$ cat src/rtl/data_sync_tx_pkg.sv
// Shared types and helpers for the source side of the bus-synchronizer handshake.
package data_sync_tx_pkg;

    typedef enum logic [1:0] {
        ST_IDLE     = 2'd0,
        ST_REQ      = 2'd1,
        ST_WAIT_LOW = 2'd2
    } state_e;

    // Ceiling log2, valid for values up to 2**31.
    function automatic int clog2(input int value);
        int w;
        w = 0;
        for (int i = 0; i < 31; i++) begin
            if ((1 << i) < value) begin
                w = i + 1;
            end
        end
        return w;
    endfunction

    // Timeout counter width: enough to hold TIMEOUT, never narrower than one bit.
    function automatic int cnt_width(input int timeout);
        int w;
        w = clog2(timeout + 1);
        return (w < 1) ? 1 : w;
    endfunction

endpackage

$ cat src/rtl/data_sync_tx_bit_sync.sv
// Generic single-bit synchronizer: NUM_STAGES flops, output is the last stage.
// Latency NUM_STAGES edges from an input change to sync_out; no backpressure.
module bit_sync #(
    parameter int NUM_STAGES = 3
) (
    input  logic CLK,
    input  logic RST,
    input  logic async_in,
    output logic sync_out
);

    logic [NUM_STAGES-1:0] sync_q;

    always_ff @(posedge CLK or negedge RST) begin
        if (!RST) begin
            sync_q <= '0;
        end else begin
            sync_q <= {sync_q[NUM_STAGES-2:0], async_in};
        end
    end

    assign sync_out = sync_q[NUM_STAGES-1];

endmodule

$ cat src/rtl/data_sync_tx.sv
// Source end of a four-phase req/ack bus synchronizer: holds one word on tx_bus under tx_req.
// Accept-to-req is one edge; in_ready stays low from accept until the ack has returned to zero.
import data_sync_tx_pkg::*;

module data_sync_tx #(
    parameter int NUM_STAGES = 3,
    parameter int BUS_WIDTH  = 8,
    parameter int TIMEOUT    = 0
) (
    input  logic                 CLK,
    input  logic                 RST,
    input  logic [BUS_WIDTH-1:0] in_data,
    input  logic                 in_valid,
    output logic                 in_ready,
    output logic [BUS_WIDTH-1:0] tx_bus,
    output logic                 tx_req,
    input  logic                 ack_async,
    output logic                 done,
    output logic                 timeout_err
);

    localparam int              CNT_W    = cnt_width(TIMEOUT);
    localparam logic [CNT_W-1:0] CNT_LAST = CNT_W'(TIMEOUT - 1);
    localparam logic [CNT_W-1:0] CNT_MAX  = '1;

    state_e               state_q, state_d;
    logic [BUS_WIDTH-1:0] bus_q, bus_d;
    logic                 req_q, req_d;
    logic                 done_q, done_d;
    logic                 to_q, to_d;
    logic                 abort_q, abort_d;
    logic [CNT_W-1:0]     cnt_q, cnt_d;
    logic                 ack_sync;
    logic                 accept;
    logic                 timeout_hit;

    bit_sync #(
        .NUM_STAGES (NUM_STAGES)
    ) u_ack_sync (
        .CLK      (CLK),
        .RST      (RST),
        .async_in (ack_async),
        .sync_out (ack_sync)
    );

    // A stale ack from a previous transfer keeps the block from starting a new one.
    assign in_ready    = (state_q == ST_IDLE) & ~ack_sync;
    assign accept      = in_valid & in_ready;
    assign timeout_hit = (TIMEOUT != 0) && (cnt_q == CNT_LAST);

    always_comb begin
        state_d = state_q;
        bus_d   = bus_q;
        req_d   = req_q;
        done_d  = 1'b0;
        to_d    = 1'b0;
        abort_d = abort_q;
        cnt_d   = cnt_q;

        unique case (state_q)
            ST_IDLE: begin
                if (accept) begin
                    bus_d   = in_data;
                    req_d   = 1'b1;
                    cnt_d   = '0;
                    abort_d = 1'b0;
                    state_d = ST_REQ;
                end
            end
            ST_REQ: begin
                if (ack_sync) begin
                    req_d   = 1'b0;
                    abort_d = 1'b0;
                    state_d = ST_WAIT_LOW;
                end else if (timeout_hit) begin
                    req_d   = 1'b0;
                    to_d    = 1'b1;
                    abort_d = 1'b1;
                    state_d = ST_WAIT_LOW;
                end else if (cnt_q != CNT_MAX) begin
                    cnt_d = cnt_q + 1'b1;
                end
            end
            ST_WAIT_LOW: begin
                if (!ack_sync) begin
                    done_d  = ~abort_q;
                    state_d = ST_IDLE;
                end
            end
            default: begin
                req_d   = 1'b0;
                state_d = ST_IDLE;
            end
        endcase
    end

    always_ff @(posedge CLK or negedge RST) begin
        if (!RST) begin
            state_q <= ST_IDLE;
            bus_q   <= '0;
            req_q   <= 1'b0;
            done_q  <= 1'b0;
            to_q    <= 1'b0;
            abort_q <= 1'b0;
            cnt_q   <= '0;
        end else begin
            state_q <= state_d;
            bus_q   <= bus_d;
            req_q   <= req_d;
            done_q  <= done_d;
            to_q    <= to_d;
            abort_q <= abort_d;
            cnt_q   <= cnt_d;
        end
    end

    assign tx_bus      = bus_q;
    assign tx_req      = req_q;
    assign done        = done_q;
    assign timeout_err = to_q;

endmodule

$ cat config.mk
export PLATFORM = sky130hd
export DESIGN_NAME = data_sync_tx
export DESIGN_NICKNAME = d
export VERILOG_FILES = /design/src/rtl/data_sync_tx_pkg.sv /design/src/rtl/data_sync_tx_bit_sync.sv /design/src/rtl/data_sync_tx.sv
export SDC_FILE = /design/constraint.sdc
export NUM_CORES = 1
export LEC_CHECK = 0
export BUFFER_PORTS_ARGS = -buffer_cell sky130_fd_sc_hd__clkbuf_2
export CAP_MARGIN = 20
export CORE_MARGIN = 2
export CORE_UTILIZATION = 43
export CTS_CLUSTER_DIAMETER = 120
export DETAILED_ROUTE_END_ITERATION = 7
export GPL_TIMING_DRIVEN = 0
export PLACE_DENSITY = 0.73
export SYNTH_ARGS = -nofsm -noshare
export SYNTH_HDL_FRONTEND = slang
export SYNTH_SLANG_ARGS = --single-unit
$ cat constraint.sdc
create_clock -name CLK -period 1.8 [get_ports CLK]
set_clock_uncertainty 0.2 [all_clocks]
set_input_delay 0.45 -clock CLK [delete_from_list [all_inputs] [get_ports CLK]]
set_output_delay 0.45 -clock CLK [all_outputs]
set_load 0.01 [all_outputs]
[After elaboration in Yosys (flattened, before gate mapping)]
Index checks and enable logic that the tools add are counted.
Operators by class
  equality and inequality tests: 5
  multiplexer cells: 11
  bitwise gates (word level): 5
  reduce and logical (&&, ||, !) cells: 6
Operators with widths (number)
  $reduce_and A3 Y1: 3
  $mux W2: 3
  $pmux W2 S3: 1
  $mux W1: 5
  $ne A2 B2 Y1 const B: 2
  $not A1 Y1: 3
  $pmux W1 S3: 1
  $and A1 B1 Y1: 2
  $eq A2 B1 Y1 const B: 1
  $eq A2 B2 Y1 const B: 1
  $logic_not A2 Y1: 1
  $ne A2 B1 Y1 const B: 1
  $pmux W1 S2: 1
  $reduce_and A2 Y1: 1
  $reduce_bool A2 Y1: 1
Word-level totals
  register bits after elaboration: 16
  input port bits: 12
  output and inout port bits: 12
  word-level logic and storage cells: 33

[Logic depth before layout (Yosys ltp)]
Gate-level depths: netlist (run 1).
  word-level depth: 5
  depth in mapped cells: 2
  gate-level depth less buffers: 2

[Cells and area by module]
From an unflattened synthesis (run 1), not the netlist that was laid out.
Second synthesis, totals
  cell total of the unflattened synthesis: 34
  area total of the unflattened synthesis: 558.0 µm²
By module, submodules not included
  data_sync_tx: times used 1, cells each 31, area each 483.0 µm², sequential area each 300.3 µm²
  bit_sync: times used 1, cells each 3, area each 75.1 µm², sequential area each 75.1 µm²

[Worst setup path after synthesis (run 1)]
No wires, ideal clock.
  kind: reg2reg
  start point: reg state_q[0]
  end point: reg bus_q[0] (netlist: tx_bus[0])
  setup time: 0.125 ns
  arrival time: 1.316 ns
  data required time: 1.475 ns
  path slack: 0.159 ns
  stages on the path, launching flop included: 3
  path buffers: 0
  clock period less this slack: 1.641 ns
  cell sequence: dfrtp_1 > nor4b_4 > mux2_2
On the way
  word-level cells in the longest chain between the ends: 4
Ends and longest elaborated chain
  start, declared: line data_sync_tx.sv:26  | state_e state_q, state_d;
  start signal, assigned: line data_sync_tx.sv:107  | state_q <= state_d;
  $logic_not A2 Y1 *: line data_sync_tx.sv:47, data_sync_tx.sv:60
  $and A1 B1 Y1: line data_sync_tx.sv:47  | assign in_ready = (state_q == ST_IDLE) & ~ack_sync;
  $and A1 B1 Y1: line data_sync_tx.sv:48  | assign accept = in_valid & in_ready;
  $reduce_and A2 Y1 (no line) *
  end signal, assigned: line data_sync_tx.sv:108  | bus_q <= bus_d;
  end, declared: line data_sync_tx.sv:27  | logic [BUS_WIDTH-1:0] bus_q, bus_d;
Every way passes the cells marked *; elsewhere a longest branch is shown, timed or not.
A chain may end at the register's enable or synchronous reset.

[Final worst setup path (run 1)]
  start point: reg state_q[0]
  end point: out in_ready
On the way
  word-level cells in the longest chain between the ends: 2
Ends and longest elaborated chain
  $logic_not A2 Y1: line data_sync_tx.sv:47
  $and A1 B1 Y1: line data_sync_tx.sv:47
  end, declared: line data_sync_tx.sv:14  | output logic in_ready,
No other way between the ends.

==> results of run 1 <==
==> registers in the layout, indices dropped and copies added (netlist names) <==
signal             flops
state_q                2
done                   1
tx_bus                 8
tx_req                 1
u_ack_sync.sync_q      3
==> cells by family after synthesis <==
logic type             share of synthesized area [%]
other                                          0.672
buffers and inverters                           1.35
multiplexers                                    16.1
XOR/XNOR                                        1.57
AND/OR/NAND/NOR                                 9.86
AO/OA/AOI/OAI                                   3.14
flip-flops                                      67.3
==> routing by layer <==
metal | vias up | global-route usage, % | wire length, µm
met5 | - | 0 | 0
met4 | 0 | 7.76 | 10
met3 | 2 | 5.00 | 76
met2 | 18 | 24.6 | 447
met1 | 180 | 16.7 | 374
li1 | 179 | - | -
==> power breakdown <==
part	total [µW]	internal, µW	switching, µW
registers	448	405	42.8
clock network	187	82.4	104
logic	213	122	91.8
==> Yosys cell counts <==
library cell / instances / area [µm²]
o21a_1: 1 / 7.51
nor3_1: 1 / 5.00
buf_4: 1 / 7.51
xor2_1: 1 / 8.76
nor3b_1: 1 / 7.51
conb_1: 1 / 3.75
nor2_1: 1 / 3.75
dfrtp_1: 15 / 375
and2_1: 1 / 6.26
a211o_2: 1 / 10.0
mux2_2: 8 / 90.1
and2b_2: 1 / 8.76
nor4b_4: 1 / 23.8
==> per-stage QoR <==
| step | setup WS (ns) | util [%] |
|---|---|---|
| global route | 0.0125 | 65.0 |
| finish | 0.0637 | 65.0 |
| detailed placement | -0.0367 | 59.3 |
| global placement | -0.0299 | 59.3 |
| CTS | 0.00886 | 63.9 |
| floorplan | 0.159 | - |
==> path summary, 6_finish.rpt <==
path | endpoint | slack, ns | cells after the start
worst max-delay path | in_ready | 0.06 | 2
max in group asynchronous | state_q[0] | 0.71 | 2
worst max register to register | tx_bus[4] | 0.17 | 3
min in group asynchronous | done | 0.40 | 2
worst min register to register | u_ack_sync.sync_q[2] | 0.16 | 0
worst min-delay path | u_ack_sync.sync_q[0] | 0.07 | 1
==> area by class of cell <==
cell class,instances,area [µm²]
plain buffers,1,7.51
clock buffers,3,22.5
repair buffers,26,143
flip-flops and latches,15,377
clock inverters,1,5.00
multi-input cells,18,180
fillers,94,404
well taps,14,17.5
==> worst reg2reg max path: stages (launching register included) <==
cell and delay, ns:
dfrtp_1 0.46, nor4b_4 0.31, buf_4 0.20, mux2_2 0.35
==> timing repair <==
item                                   4_1_cts  5_1_grt
buffers inserted                             2        1
hold buffers                                 1        0
gates resized for setup                      0        2
setup endpoints to repair                    8        1
endpoints found under the hold margin       15        0
pin swaps                                    1        0
==> results_dict.tcl, run 1 <==
set metrics [dict create \
    status "completed" \
    yosysWarnings 0 \
    min-delay-start "ack_async" \
    grt_pass1_wl_um 1460 \
    required_ns 1.15 \
    path_class "reg -> out" \
    slowest_stage "dfrtp_2" \
    drt_iter0_drc 6 \
    fmax_ghz 0.576 \
    initial_core_util_pct 48.3 \
    wl_per_cell_um 11.7 \
    fin_nets 77 \
    path_cells "nor3_2 > clkbuf_2" \
    hpwlAfterDp_um 603 \
    power_uw 848 \
    grt_max_degree 16 \
    diodes 0 \
    ctsHtreeMaxLevel 1 \
    syn_inst 34 \
    setup_tns_ns 0 \
    hold_viol_final 0 \
    core_area_um2 1160 \
    ios 24 \
    rr_startpoint "u_ack_sync.sync_q[2]" \
    cts_sinks 15 \
    antenna_found_initial 0 \
    most-common-layout-cells "clkbuf_2, dfrtp_1, mux2_2" \
    wl_um 909 \
    power_density_nw_per_um2 1130 \
    grt_pass1_vias 348 \
    syn-cell-area_um2 558 \
    cap_violations 0 \
    critPathBufInv 1 \
    ir_worst_vdd_uv 750 \
    dieArea_um2 1600 \
    area_growth_pct 34.8 \
    fin_hold_ws_ns 0.0676 \
    die_h_um 40.0 \
    drive_above_1_share_pct 67.2 \
    hold_class "in -> reg" \
    setup_viol 0 \
    startpoint_type "register" \
    viasPerCell 4.86 \
    via_count 379 \
    track_usage_pct 14.8 \
    leakage_uw 0.000379 \
    clk_pin_slew_worst_paths_ns 0.09 \
    crit_path_end_kind "output pin" \
    ys_types 13 \
    synth-seq-cells 15 \
    post-route-drc-count 0 \
    max_stage_delay_ns 0.46 \
    clk_latency_ns 0.28 \
    seq_area_frac_synth_pct 67.3 \
    crit_family "flip-flops" \
    instances_no_fill 78 \
    cts_tree "built" \
    firstDrtPassIters 3 \
    post-route-min-period_ns 1.74 \
    rsz0062_at_grt "false" \
    cts.root.buffer_cell "clkbuf_4" \
    place_congestion 0.602 \
    clockBufferDepth 2 \
    numCtsBuffers 3 \
    chipWidth_um 40.0 \
    placed_area_um2 686 \
    slew_viol_final 0 \
    period_share_pct 96.5 \
    final_common_cell "clkbuf_2" \
    gr-total-overflow 0 \
    synth_fp_nets 46 \
    io_buffer_count 22 \
    dp_cells 70 \
    ant_nets 0 \
    num_rows 12 \
    worst-path-max-fanout 5 \
    avgSynthCellArea_um2 16.4 \
    cp_data_arrival_time_ns 1.09 \
    final_cell_area_um2 752 \
    cp-startpoint "state_q[0]" \
]
Note: power is estimated with default switching activity, not from simulation.
==> inputs of run 2 (changes only) <==
ABC_AREA = 1   (was unset)
CORE_UTILIZATION = 44   (was 43)
PLACE_DENSITY = 0.74   (was 0.73)
==> run 2 against run 1 <==
Compared with the run above:
- synthesized cell count rose by 65%
- highest routed layer unchanged
- largest cell class unchanged
- sequential cell count did not move
- via count rose by 20%
==> results_dict.tcl, run 2 <==
set metrics [dict create \
    status "completed" \
    io_buffer_count 21 \
    cts.root.buffer_cell "clkbuf_4" \
    yosysWarnings 0 \
    setup_viol 0 \
    grt_pass1_vias 315 \
    yosysMostFrequentCell "nand2_1" \
    seq_area_frac_synth_pct 63.7 \
    placed_area_um2 713 \
    p_switching_uw 291 \
    viasPerCell 4.62 \
    drive_above_1_share_pct 39.8 \
    track_usage_pct 13.1 \
    grt_max_degree 16 \
    ios 24 \
    most-common-layout-cells "clkbuf_2, nand2_1, dfrtp_1" \
    grt_pass1_wl_um 1390 \
    cts_tree "built" \
    cap_violations 0 \
    die_h_um 40.6 \
    hold_depth 1 \
    synth_ff_type "dfrtp_1" \
    cts_sinks 15 \
    hold_class "in -> reg" \
    final_common_cell "clkbuf_2" \
    dieArea_um2 1650 \
    syn-cell-area_um2 589 \
    ys_types 14 \
    gr-total-overflow 0 \
    clk_latency_ns 0.28 \
    num_rows 13 \
    avgSynthCellArea_um2 10.5 \
    intPower_uw 598 \
    startpoint_type "register" \
    synthTopCellsByArea "dfrtp_1, nand2_1, nand4_1" \
    combPwrFrac_pct 27.6 \
    clk_pin_slew_worst_paths_ns 0.09 \
    area_growth_pct 29.1 \
    drt_iter0_drc 3 \
    chipWidth_um 40.6 \
    clockBufferDepth 2 \
    wl_um 1060 \
    largest_reg_flops 8 \
    synthTopCellsByCount "nand2_1, dfrtp_1, nand4_1, inv_1, o21ai_0" \
    fin_nets 96 \
    synth_fp_nets 68 \
    r2r_cells 5 \
    syn_inst 56 \
    hold_viol_final 0 \
    via_count 453 \
    yosys.area.top_type_share_pct 63.7 \
    initial_core_util_pct 46.4 \
    post-route-drc-count 0 \
    ys_async_sr_fraction_pct 100 \
    diodes 0 \
    path_class "reg -> out" \
    fmax_ghz 0.568 \
    netSwitchingFraction_pct 32.7 \
    hpwlAfterDp_um 728 \
    wl_per_cell_um 10.8 \
    power_density_nw_per_um2 1170 \
    post-route-min-period_ns 1.76 \
    ir_worst_vdd_uv 603 \
    synth_top_cell_by_area "dfrtp_1" \
    leakage_uw 0.000416 \
    synth_edf_count 0 \
    place_congestion 0.632 \
    setup_tns_ns 0 \
    numCtsBuffers 3 \
    p_clk_share_pct 21.0 \
    cp_data_arrival_time_ns 1.11 \
    crit_path_end_kind "output pin" \
    firstDrtPassIters 4 \
    ctsHtreeMaxLevel 1 \
    synth-seq-cells 15 \
    required_ns 1.15 \
    period_share_pct 97.7 \
    final_cell_area_um2 761 \
    antenna_found_initial 0 \
    slew_viol_final 0 \
    core_area_um2 1270 \
    worst-path-max-fanout 5 \
    p_seq_share_pct 51.4 \
    ant_nets 0 \
]
[run 2: changes by cell type after synthesis, moves of 2 or more]
cell	delta
o21ai_0	+2
nand4_1	+8
inv_1	+2
mux2_2	-8
nand2_1	+20
[run 2: worst paths after layout]
path                                      startpoint              endpoint  slack (ns)
worst min-delay path                       ack_async  u_ack_sync.sync_q[0]        0.07
worst max register to register            state_q[0]             tx_bus[2]        0.47
worst max-delay path                      state_q[1]              in_ready        0.04
min in group asynchronous                        RST            state_q[0]        0.41
worst min register to register  u_ack_sync.sync_q[0]  u_ack_sync.sync_q[1]        0.15
max in group asynchronous                        RST            state_q[1]        0.70
[run 2: cells by family (layout without fill, tap and decap cells)]
group | after synthesis | in the layout | synth area share, %
AOI/OAI and AO/OA | 3 | 3 | 2.55
buffers and inverters | 5 | 32 | 4.03
other | 1 | 1 | 0.636
and+or+nand+nor | 32 | 32 | 29.1
DFF | 15 | 15 | 63.7
[run 2: worst max-delay path, stage by stage (launching register included)]
cell and delay [ns]:
dfrtp_2 0.47, nor3_1 0.20, clkbuf_2 0.16
[run 2: what timing repair did]
item	CTS	global route
gates resized for setup	0	2
buffers inserted	0	1
hold endpoints to repair	15	0
setup endpoints to repair	0	1
hold buffers	1	0
[run 2: through the flow]
stage                     hold slack (ns)  utilization [%]  cells  setup WS (ns)  power [µW]
final                              0.0708             60.0     98         0.0406         889
after global routing               0.0606             60.0     98        -0.0278         946
after CTS                          0.0672             59.2     97        0.00708         893
after detailed placement            0.135             56.2     92          0.326         704
after global placement              0.133             56.2     92          0.339         696
after floorplan                   -0.0456                -     56          0.367         598
[run 2: power groups by stage]
stage	registers [µW]	logic, µW	clock network, µW
6_report	457	246	187
5_1_grt	466	275	205
4_1_cts	465	235	193
3_5_place_dp	470	234	0
3_3_place_gp	467	229	0
2_1_floorplan	497	101	0
[run 2: layout make-up]
class | instances | area, µm²
fillers | 112 | 508
flip-flops and latches | 15 | 378
multi-input cells | 36 | 190
repair buffers | 23 | 123
clock buffers | 3 | 22.5
well taps | 15 | 18.8
plain buffers | 2 | 12.5
inverters | 3 | 11.3
clock inverters | 1 | 5.00
[run 2: per-layer routing]
metal / global-route usage, % / share of wire (%) / vias to the layer above
met1: 20.3 / 48 / 199
met5: 0 / 0 / -
met4: 7.50 / 0.47 / 0
li1: - / - / 237
met3: 3.33 / 5.7 / 2
met2: 15.9 / 45 / 15
